## config.mk

```make
export PLATFORM = sky130hd
export DESIGN_NAME = sha256_padder_flat
export DESIGN_NICKNAME = d
export VERILOG_FILES = /design/src/rtl/sha256_padder_if.sv /design/src/rtl/sha256_padder.sv /design/src/flat_wrapper.sv
export SDC_FILE = /design/constraint.sdc
export NUM_CORES = 1
export LEC_CHECK = 0
export CAP_MARGIN = 20
export CORE_MARGIN = 3
export CORE_UTILIZATION = 30
export CTS_CLUSTER_DIAMETER = 60
export CTS_CLUSTER_SIZE = 28
export DETAILED_ROUTE_END_ITERATION = 7
export GPL_ROUTABILITY_DRIVEN = 0
export HOLD_SLACK_MARGIN = 0.15
export SYNTH_ARGS = -nofsm -noshare
export SYNTH_HDL_FRONTEND = slang
export SYNTH_SLANG_ARGS = --single-unit
export TNS_END_PERCENT = 50
```

## constraint.sdc

```tcl
create_clock -name clk -period 6.7 [get_ports clk]
set_clock_uncertainty 0.2 [all_clocks]
set_input_delay 1.34 -clock clk [delete_from_list [all_inputs] [get_ports clk]]
set_output_delay 1.34 -clock clk [all_outputs]
set_load 0.005 [all_outputs]
```

## src/rtl/sha256_padder_if.sv

```systemverilog
// Message-word and padded-chunk streams between a message source and sha256_padder.
// Pure wiring, no latency.
// Both streams use valid/ready; the padder is the slave on this interface.
interface sha256_padder_if;
  logic             msg_vld;
  logic             msg_rdy;
  logic [31:0]      msg_data;
  logic             msg_last;
  logic [2:0]       msg_bytes;
  logic             chunk_vld;
  logic             chunk_rdy;
  logic [15:0][31:0] chunk_data;
  logic             chunk_last;

  modport master (
    output msg_vld, msg_data, msg_last, msg_bytes, chunk_rdy,
    input  msg_rdy, chunk_vld, chunk_data, chunk_last
  );

  modport slave (
    input  msg_vld, msg_data, msg_last, msg_bytes, chunk_rdy,
    output msg_rdy, chunk_vld, chunk_data, chunk_last
  );
endinterface

```

## src/rtl/sha256_padder.sv

```systemverilog
// SHA-256 message padder: packs 32-bit words into 512-bit chunks with marker and length.
// Latency: 16th plain word -> chunk next cycle; last word -> chunk two cycles later.
// Backpressure: msg_rdy only in FILL; chunk held stable until chunk_rdy. SHA256_PADDER_STATS_EN adds counters.
module sha256_padder #(
  parameter int LEN_W = 64
) (
  input  logic clk,
  input  logic rst,
  sha256_padder_if.slave bus
`ifdef SHA256_PADDER_STATS_EN
  ,
  output logic [31:0] msg_count,
  output logic [31:0] blk_count
`endif
);

  typedef enum logic [1:0] {FILL, PAD, EMIT} state_t;

  state_t            state, state_n;
  logic [15:0][31:0] buffer, buffer_n;
  logic [4:0]        ptr, ptr_n;
  logic [LEN_W-1:0]  bitlen, bitlen_n;
  logic              marker_done, marker_n;
  logic              pad_phase, pad_n;
  logic              last_q, last_n;
  logic              run_q;
  logic [2:0]        nb;
  logic [31:0]       last_word;
  logic [63:0]       len64;
  logic [4:0]        p;
  logic              md;
  logic              msg_fire, chunk_fire;

  assign len64      = 64'(bitlen);
  assign msg_fire   = bus.msg_vld && bus.msg_rdy;
  assign chunk_fire = bus.chunk_vld && bus.chunk_rdy;

  // run_q keeps msg_rdy low until the first clock after reset release
  assign bus.msg_rdy    = (state == FILL) && run_q;
  assign bus.chunk_vld  = (state == EMIT);
  assign bus.chunk_data = buffer;
  assign bus.chunk_last = last_q;

  // Final word: keep the valid bytes, drop the marker right after them, zero the rest
  always_comb begin
    nb        = (bus.msg_bytes > 3'd4) ? 3'd4 : bus.msg_bytes;
    last_word = '0;
    for (int k = 0; k < 4; k++) begin
      if (3'(k) < nb)
        last_word[31-8*k -: 8] = bus.msg_data[31-8*k -: 8];
      else if (3'(k) == nb)
        last_word[31-8*k -: 8] = 8'h80;
    end
  end

  // Next-state and datapath updates for FILL / PAD / EMIT
  always_comb begin
    state_n  = state;
    buffer_n = buffer;
    ptr_n    = ptr;
    bitlen_n = bitlen;
    marker_n = marker_done;
    pad_n    = pad_phase;
    last_n   = last_q;
    p        = ptr;
    md       = marker_done;
    unique case (state)
      FILL: begin
        if (msg_fire) begin
          ptr_n = ptr + 5'd1;
          if (!bus.msg_last) begin
            buffer_n[ptr[3:0]] = bus.msg_data;
            bitlen_n           = bitlen + LEN_W'(32);
            if (ptr[3:0] == 4'd15) begin
              state_n = EMIT;
              last_n  = 1'b0;
              pad_n   = 1'b0;
            end
          end else begin
            buffer_n[ptr[3:0]] = last_word;
            bitlen_n           = bitlen + LEN_W'({nb, 3'b000});
            marker_n           = (nb != 3'd4);
            state_n            = PAD;
          end
        end
      end
      PAD: begin
        // A full last word leaves the marker for the next free word, if any
        if (!md && !p[4]) begin
          buffer_n[p[3:0]] = 32'h8000_0000;
          p                = p + 5'd1;
          md               = 1'b1;
        end
        for (int i = 0; i < 16; i++) begin
          if (5'(i) >= p) buffer_n[i] = '0;
        end
        // Length only fits when words 14/15 are still free; otherwise spill a block
        if (md && (p <= 5'd14)) begin
          buffer_n[14] = len64[63:32];
          buffer_n[15] = len64[31:0];
          last_n       = 1'b1;
        end else begin
          last_n       = 1'b0;
        end
        ptr_n    = p;
        marker_n = md;
        pad_n    = 1'b1;
        state_n  = EMIT;
      end
      EMIT: begin
        if (chunk_fire) begin
          ptr_n = '0;
          if (last_q) begin
            state_n  = FILL;
            bitlen_n = '0;
            marker_n = 1'b0;
          end else if (pad_phase) begin
            state_n  = PAD;
            buffer_n = '0;
          end else begin
            state_n  = FILL;
          end
        end
      end
      default: state_n = FILL;
    endcase
  end

  // State register
  always_ff @(posedge clk or negedge rst) begin
    if (!rst) state <= FILL;
    else      state <= state_n;
  end

  // Datapath registers
  always_ff @(posedge clk or negedge rst) begin
    if (!rst) begin
      buffer      <= '0;
      ptr         <= '0;
      bitlen      <= '0;
      marker_done <= 1'b0;
      pad_phase   <= 1'b0;
      last_q      <= 1'b0;
      run_q       <= 1'b0;
    end else begin
      buffer      <= buffer_n;
      ptr         <= ptr_n;
      bitlen      <= bitlen_n;
      marker_done <= marker_n;
      pad_phase   <= pad_n;
      last_q      <= last_n;
      run_q       <= 1'b1;
    end
  end

`ifdef SHA256_PADDER_STATS_EN
  // Message and block counters, advanced on chunk handshakes
  always_ff @(posedge clk or negedge rst) begin
    if (!rst) begin
      msg_count <= '0;
      blk_count <= '0;
    end else if (chunk_fire) begin
      blk_count <= blk_count + 32'd1;
      if (last_q) msg_count <= msg_count + 32'd1;
    end
  end
`endif

endmodule

```

## src/flat_wrapper.sv

```systemverilog
// flat-port wrapper written by rule: the top's interface ports become plain ports
module sha256_padder_flat 
#(
  parameter int LEN_W = 64
)
  (clk, rst, bus_msg_vld, bus_msg_data, bus_msg_last, bus_msg_bytes, bus_chunk_rdy, bus_msg_rdy, bus_chunk_vld, bus_chunk_data, bus_chunk_last);
  sha256_padder_if bus_i ();
  input  logic clk;
  input  logic rst;
  input wire logic [$bits(bus_i.msg_vld)-1:0] bus_msg_vld;
  input wire logic [$bits(bus_i.msg_data)-1:0] bus_msg_data;
  input wire logic [$bits(bus_i.msg_last)-1:0] bus_msg_last;
  input wire logic [$bits(bus_i.msg_bytes)-1:0] bus_msg_bytes;
  input wire logic [$bits(bus_i.chunk_rdy)-1:0] bus_chunk_rdy;
  output wire logic [$bits(bus_i.msg_rdy)-1:0] bus_msg_rdy;
  output wire logic [$bits(bus_i.chunk_vld)-1:0] bus_chunk_vld;
  output wire logic [$bits(bus_i.chunk_data)-1:0] bus_chunk_data;
  output wire logic [$bits(bus_i.chunk_last)-1:0] bus_chunk_last;
  assign bus_i.msg_vld = bus_msg_vld;
  assign bus_i.msg_data = bus_msg_data;
  assign bus_i.msg_last = bus_msg_last;
  assign bus_i.msg_bytes = bus_msg_bytes;
  assign bus_i.chunk_rdy = bus_chunk_rdy;
  assign bus_msg_rdy = bus_i.msg_rdy;
  assign bus_chunk_vld = bus_i.chunk_vld;
  assign bus_chunk_data = bus_i.chunk_data;
  assign bus_chunk_last = bus_i.chunk_last;
  sha256_padder #(.LEN_W(LEN_W)) u_core (.clk(clk), .rst(rst), .bus(bus_i));
endmodule
```

==> results of run 1 <==
## layout make-up
class / count / area share
timing repair buffer: 614 / 0.185
clock inverter: 44 / 0.0227
multi-input combinational: 1324 / 0.269
tap: 1050 / 0.0395
sequential: 584 / 0.440
clock buffer: 56 / 0.0412
inverter: 23 / 0.00260
antenna: 2 / 0.000151
## through the flow
step                worst slack (ns)  area (sq um)  hold slack [ns]  std cells
floorplan                       2.97         24300            0.273       2131
global placement                1.79         31000            0.266       3589
detailed placement              1.73         31000            0.272       3591
CTS                             2.37         33100            0.288       3691
global route                    2.05         33200            0.308       3697
finish                          2.21         33200            0.284       3697
## worst max-delay path, cell delays in order (launching register included)
cell	delay, ns
dfrtp_1	0.57
ha_1	0.52
nand3_1	0.61
o21ai_0	0.62
o22ai_1	0.29
o221ai_2	0.24
buf_4	0.41
or2_2	0.67
a221o_1	0.26
## kinds of logic (layout without fill, tap and decap cells)
family | Yosys count | after routing
compound gates | 760 | 760
flops | 584 | 584
simple gates | 503 | 503
buf+inv | 223 | 737
xor+xnor | 41 | 41
fa+ha+maj | 14 | 14
mux | 5 | 5
other cells | 1 | 3
## power breakdown
group	switching (mW)	leakage, nW	internal (mW)
sequential	0.475	8.06	4.12
clock	1.78	1.01	1.81
combinational	3.48	5.30	2.02
## synthesized netlist by cell type (13+ instances only)
master and number:
inv_1 22, a22oi_1 27, clkbuf_1 154, ha_1 13
o21ai_0 117, and3_1 28, o22ai_1 34, xor2_1 26
or3_1 13, dfrtp_1 584, nor2_1 111, xnor2_1 15
a21oi_1 82, a22o_1 362, nand2_1 185, nand4_1 21
o2bb2ai_1 35, nor3_1 22, buf_2 38, nand3_1 40
o31ai_1 18
## worst min-delay path by stage
stage	from	endpoint	slack, ns	cells past startpoint
2_1_floorplan	u_core.bus.chunk_data[480]	u_core.bus.chunk_data[480]	0.27	2
3_3_place_gp	u_core.bus.chunk_data[247]	u_core.bus.chunk_data[247]	0.27	2
3_5_place_dp	u_core.bus.chunk_data[482]	u_core.bus.chunk_data[482]	0.27	2
4_1_cts	u_core.bus.chunk_data[496]	u_core.bus.chunk_data[496]	0.29	2
5_1_grt	u_core.bus.chunk_data[211]	u_core.bus.chunk_data[211]	0.31	1
6_report	u_core.bus.chunk_data[496]	u_core.bus.chunk_data[496]	0.28	2
## metal layers
layer  vias up  part of all wire  GRT usage
met1     10600              0.40      0.306
met2      1024              0.47      0.391
met4         4             0.043     0.0937
met5         -           0.00022          0
li1       8854                 -          -
met3       188             0.085     0.0569
## state kept, by name, summed over array words and instances (netlist names)
name,cells
u_core.marker_done,1
u_core.bitlen,61
u_core.run_q,1
u_core.pad_phase,1
u_core.bus.chunk_data,512
u_core.state,2
u_core.bus.chunk_last,1
u_core.ptr,5
==> impl_metrics.csv, run 1 <==
group,metric,value,unit
power,leakage,14.4,nW
routing,vias,20700,
synthesis,synth-adder-area-share,0.00753,
routing,drc,0,
cells_and_area,seq_area,14600,sq um
routing,drt_iter0_drc,1943,
floorplan,chipHeight,290,um
synthesis,synthArstFlopShare,1.00,
synthesis,synth_top_area_share,0.602,
floorplan,dieWidth,290,um
power,finalPower,13.7,mW
clock_tree,root_buffer,"clkbuf_16",
floorplan,fp-row-count,103,
clock_tree,cts_buffers,53,
worst_setup_path,crit_path_end_kind,"flop",
clock_tree,cts_tree,"done",
cells_and_area,layout_common_cells,"584 x dfrtp_1, 553 x clkdlybuf4s50_1, 362 x a22o_1",
synthesis,synth_warnings,0,
clock_tree,path_clk_slew,0.09,ns
cells_and_area,final_common_cell,"dfrtp_1",
worst_setup_path,r2r_slack,2.21,ns
sta,worst_pin_slew,1.17,ns
synthesis,synth_top_family_by_area,"compound AO/OA/AOI/OAI gates",
synthesis,synthMuxAreaShare,0.00222,
routing,routed_via_density,5.59,
cells_and_area,fin_util,0.418,
floorplan,io_pins,555,
routing,first_pass_iters,8,
clock_tree,cts_setup_buffers,0,
global_routing,grt_first_pass_wirelength,152000,um
sta,rsz0062_at_grt,"false",
worst_setup_path,endpoint,"u_core.bus.chunk_data[477]",
clock_tree,clock_latency,0.64,ns
worst_setup_path,critPathKind,"reg -> reg",
worst_setup_path,cp.required,7.07,ns
worst_setup_path,cp-startpoint,"u_core.ptr[0]",
run_status,run_status,"complete, no violations",
power,p_per_area,412,nW/um^2
worst_setup_path,startpoint_type,"flop",
synthesis,synthesis.area,24300,sq um
synthesis,synth-seq-area-share,0.602,
run,drv_cap,0,
synthesis,syn_inst,2131,
cells_and_area,nFillCells,7459,
floorplan,die_area,84300,sq um
clock_tree,hold_buffers,0,
global_routing,grt_max_degree,178,
routing,wl_per_cell,28.1,um
cells_and_area,drive_gt1_frac,0.0790,
synthesis,synth_compound_area_frac,0.237,
sta,setup_tns,0,ns
floorplan,start_util,0.305,
cells_and_area,multi_input_area,8960,sq um
synthesis,synth_edf_count,0,
synthesis,syn_avg_cell_area,11.4,sq um
cells_and_area,nNetsFinal,2654,
synthesis,synth_xor_area_frac,0.0148,
sta,max_freq,223,MHz
routing,wl,104000,um
sta,drv_slew,0,
floorplan,core_area,79500,sq um
global_routing,antenna_found_initial,5,
sta,finalHoldViolations,0,
routing,ant_nets,0,
clock_tree,cts.sinks,584,
sta,min_period,4.49,ns
sta,relSlewSlack,0.218,
synthesis,synth_nets,2185,
worst_setup_path,reg2regPathDepth,8,
synthesis,yosys_register_bits,584,
place,dp_hpwl,72400,um
clock_tree,cts.repair.resized,0,
worst_setup_path,worstReg2RegStart,"u_core.ptr[0]",
min_path,min_path_type,"reg -> reg",
worst_setup_path,timing.rr.end,"u_core.bus.chunk_data[477]",
clock_tree,clockBufferDepth,3,
cells_and_area,synthToLayoutAreaGrowth,37.1,%
synthesis,synthTopCellsByArea,"dfrtp_1 60%, a22o_1 13%, nand2_1 2.9%",
synthesis,synth.distinct_cells,76,
global_routing,overflow,0,
global_routing,grt_pass1_vias,20800,
power,ir_drop,0.000216,V
sta,fin_crit_sh,0.670,
worst_setup_path,cp_max_fo,32,
synthesis,ys.flop_type,"dfrtp_1",
synthesis,synth-simple-area-share,0.0987,
global_routing,grtUsageTotal,0.239,
synthesis,synth_top_area_cell,"dfrtp_1",
place,numPortBuffers,554,
clock_tree,htreeDepth,2,
worst_setup_path,cp.arrival,4.86,ns
sta,setup_violations,0,
Power figures use the tool's default switching activity.
==> inputs of run 2 (changes only) <==
==> constraint.sdc (replaced) <==
create_clock -name clk -period 3.6 [get_ports clk]
set_clock_uncertainty 0.2 [all_clocks]
set_input_delay 0.72 -clock clk [delete_from_list [all_inputs] [get_ports clk]]
set_output_delay 0.72 -clock clk [all_outputs]
set_load 0.005 [all_outputs]
==> run 2 against run 1 <==
Effect of this change: fmax increased by 34%; sequential power rose by 85%; via count up 2.4%; sequential cell count did not move; core utilization rose by 1.2 points; largest power group unchanged; critical endpoint is now u_core.bus.chunk_data[309].
==> impl_metrics.csv, run 2 (synthesized netlist as in run 1, its figures left out) <==
group,metric,value,unit
run_status,run_status,"complete, no violations",
place,dp.cells,3714,
worst_setup_path,worstReg2RegStart,"u_core.state[1]",
sta,worst_pin_slew,1.11,ns
run,drv_cap,0,
worst_setup_path,cp_max_fo,31,
power,internal_power,15.1,mW
place,pre_cts_slack,-0.184,ns
place,dp_hpwl,75300,um
cells_and_area,design_area,34200,sq um
power,clkPwrFrac,0.239,
routing,drt_iter0_drc,1852,
floorplan,dieWidth,290,um
power,combPwrFrac,0.431,
global_routing,overflow,0,
worst_setup_path,crit_path_end_kind,"flop",
clock_tree,htreeDepth,2,
worst_setup_path,cpMostUsedCell,"inv_1",
sta,finalHoldViolations,0,
worst_setup_path,slowest_stage,"a31oi_4",
sta,max_freq,298,MHz
global_routing,grt_use_met3,0.0617,
power,power_frac_seq,0.330,
global_routing,grt_max_degree,85,
power,leakage,14.9,nW
worst_setup_path,critPathKind,"reg -> reg",
floorplan,chipHeight,290,um
sta,setup_tns,0,ns
sta,setup_slack,0.242,ns
routing,ant_nets,0,
worst_setup_path,path_cells,"inv_1 -> ha_1 -> inv_1 -> or3_1 -> a31oi_4 -> a22o_1",
clock_tree,cts.sinks,584,
worst_setup_path,reg2regPathDepth,6,
sta,setup_violations,0,
global_routing,antenna_found_initial,3,
cells_and_area,nNetsFinal,2771,
worst_setup_path,timing.rr.end,"u_core.bus.chunk_data[309]",
sta,rsz0062_at_grt,"false",
cells_and_area,largest_reg_flops,512,
routing,first_pass_iters,5,
sta,relSlewSlack,0.260,
routing,vias,21200,
floorplan,fp-row-count,103,
floorplan,core_area,79500,sq um
clock_tree,path_clk_slew,0.08,ns
cells_and_area,fin_util,0.431,
floorplan,io_pins,555,
worst_setup_path,cp-startpoint,"u_core.state[1]",
floorplan,start_util,0.305,
global_routing,grtUsageTotal,0.239,
worst_setup_path,endpoint,"u_core.bus.chunk_data[309]",
clock_tree,cts.repair.resized,0,
clock_tree,root_buffer,"clkbuf_16",
power,p_switching,10.6,mW
place,postPlaceCellArea,32300,sq um
clock_tree,clockBufferDepth,3,
global_routing,grt_first_pass_wirelength,152000,um
global_routing,use_met2,0.389,
worst_setup_path,startpoint_type,"flop",
cells_and_area,synthToLayoutAreaGrowth,41.1,%
cells_and_area,final_common_cell,"dfrtp_1",
worst_setup_path,cp.arrival,3.70,ns
global_routing,grt-busiest-layer,"met2",
place,numPortBuffers,554,
cells_and_area,drive_gt1_frac,0.116,
routing,drc,0,
floorplan,die_area,84300,sq um
sta,min_period,3.36,ns
cells_and_area,final_cells,3810,
cells_and_area,layout_common_cells,"584 x dfrtp_1, 553 x clkdlybuf4s50_1, 362 x a22o_1",
power,swShare,0.412,
power,ir_drop,0.000495,V
routing,wl_per_cell,27.3,um
clock_tree,cts_buffers,50,
global_routing,use_met1,0.306,
worst_setup_path,r2r_slack,0.24,ns
sta,fin_crit_sh,0.933,
sta,drv_slew,0,
routing,routed_via_density,5.56,
clock_tree,clock_latency,0.62,ns
power,p_per_area,752,nW/um^2
global_routing,grt_pass1_vias,21100,
clock_tree,cts_tree,"done",
routing,wl,104000,um
worst_setup_path,critical-path-max-stage-delay,0.87,ns
worst_setup_path,cp.required,3.95,ns
min_path,min_path_type,"reg -> reg",
-- run 2: what timing repair did --
item                                   4_1_cts  5_1_grt
buffers inserted                             0        0
hold buffers                                 1        0
endpoints found under the hold margin       63        0
-- run 2: how the worst min path moves through the flow --
stage | startpoint | end | slack [ns] | cells after the start
6_report | u_core.bus.chunk_data[504] | u_core.bus.chunk_data[504] | 0.28 | 2
5_1_grt | u_core.bus.chunk_data[451] | u_core.bus.chunk_data[451] | 0.31 | 1
4_1_cts | u_core.bus.chunk_data[504] | u_core.bus.chunk_data[504] | 0.29 | 2
3_5_place_dp | u_core.bus.chunk_data[504] | u_core.bus.chunk_data[504] | 0.27 | 2
3_3_place_gp | u_core.bus.chunk_data[232] | u_core.bus.chunk_data[232] | 0.27 | 2
2_1_floorplan | rst | u_core.bitlen[10] | 0.22 | 0
-- run 2: final cells by class --
| class | count | area [sq um] |
|---|---|---|
| sequential | 584 | 14600 |
| clock inverter | 40 | 607 |
| inverter | 23 | 86.3 |
| fill | 7322 | 45300 |
| timing repair buffer | 734 | 7350 |
| antenna | 1 | 2.50 |
| clock buffer | 54 | 1300 |
| tap | 1050 | 1310 |
| multi-input combinational | 1324 | 8960 |
-- run 2: power by group through the flow --
stage / Sequential [mW] / Clock [mW] / Combinational, mW
after floorplan: 8.48 / 0 / 4.54
after detailed placement: 8.59 / 0 / 11.1
after CTS: 8.48 / 6.32 / 11.2
after global placement: 8.55 / 0 / 11.0
final: 8.49 / 6.15 / 11.1
after global routing: 8.62 / 6.57 / 11.8
-- run 2: metal layers --
layer / vias up / routed length [um]
met4: 4 / 4460
met3: 206 / 8980
met5: - / 27
met2: 1059 / 48600
li1: 9105 / -
met1: 10800 / 41900
-- run 2: per-stage QoR --
step | total power [mW] | hold slack (ns)
3_3_place_gp | 19.6 | 0.266
2_1_floorplan | 13.0 | 0.224
5_1_grt | 27.0 | 0.306
6_report | 25.7 | 0.283
3_5_place_dp | 19.7 | 0.272
4_1_cts | 26.0 | 0.287
-- run 2: worst max-delay path, delay by kind of cell (launching register included) --
kind / cells / cell delay, ns
AOI/OAI and AO/OA: 2 / 1.14
adders and majority gates: 1 / 0.58
buffers and inverters: 2 / 0.45
DFF: 1 / 0.43
and+or+nand+nor: 1 / 0.48
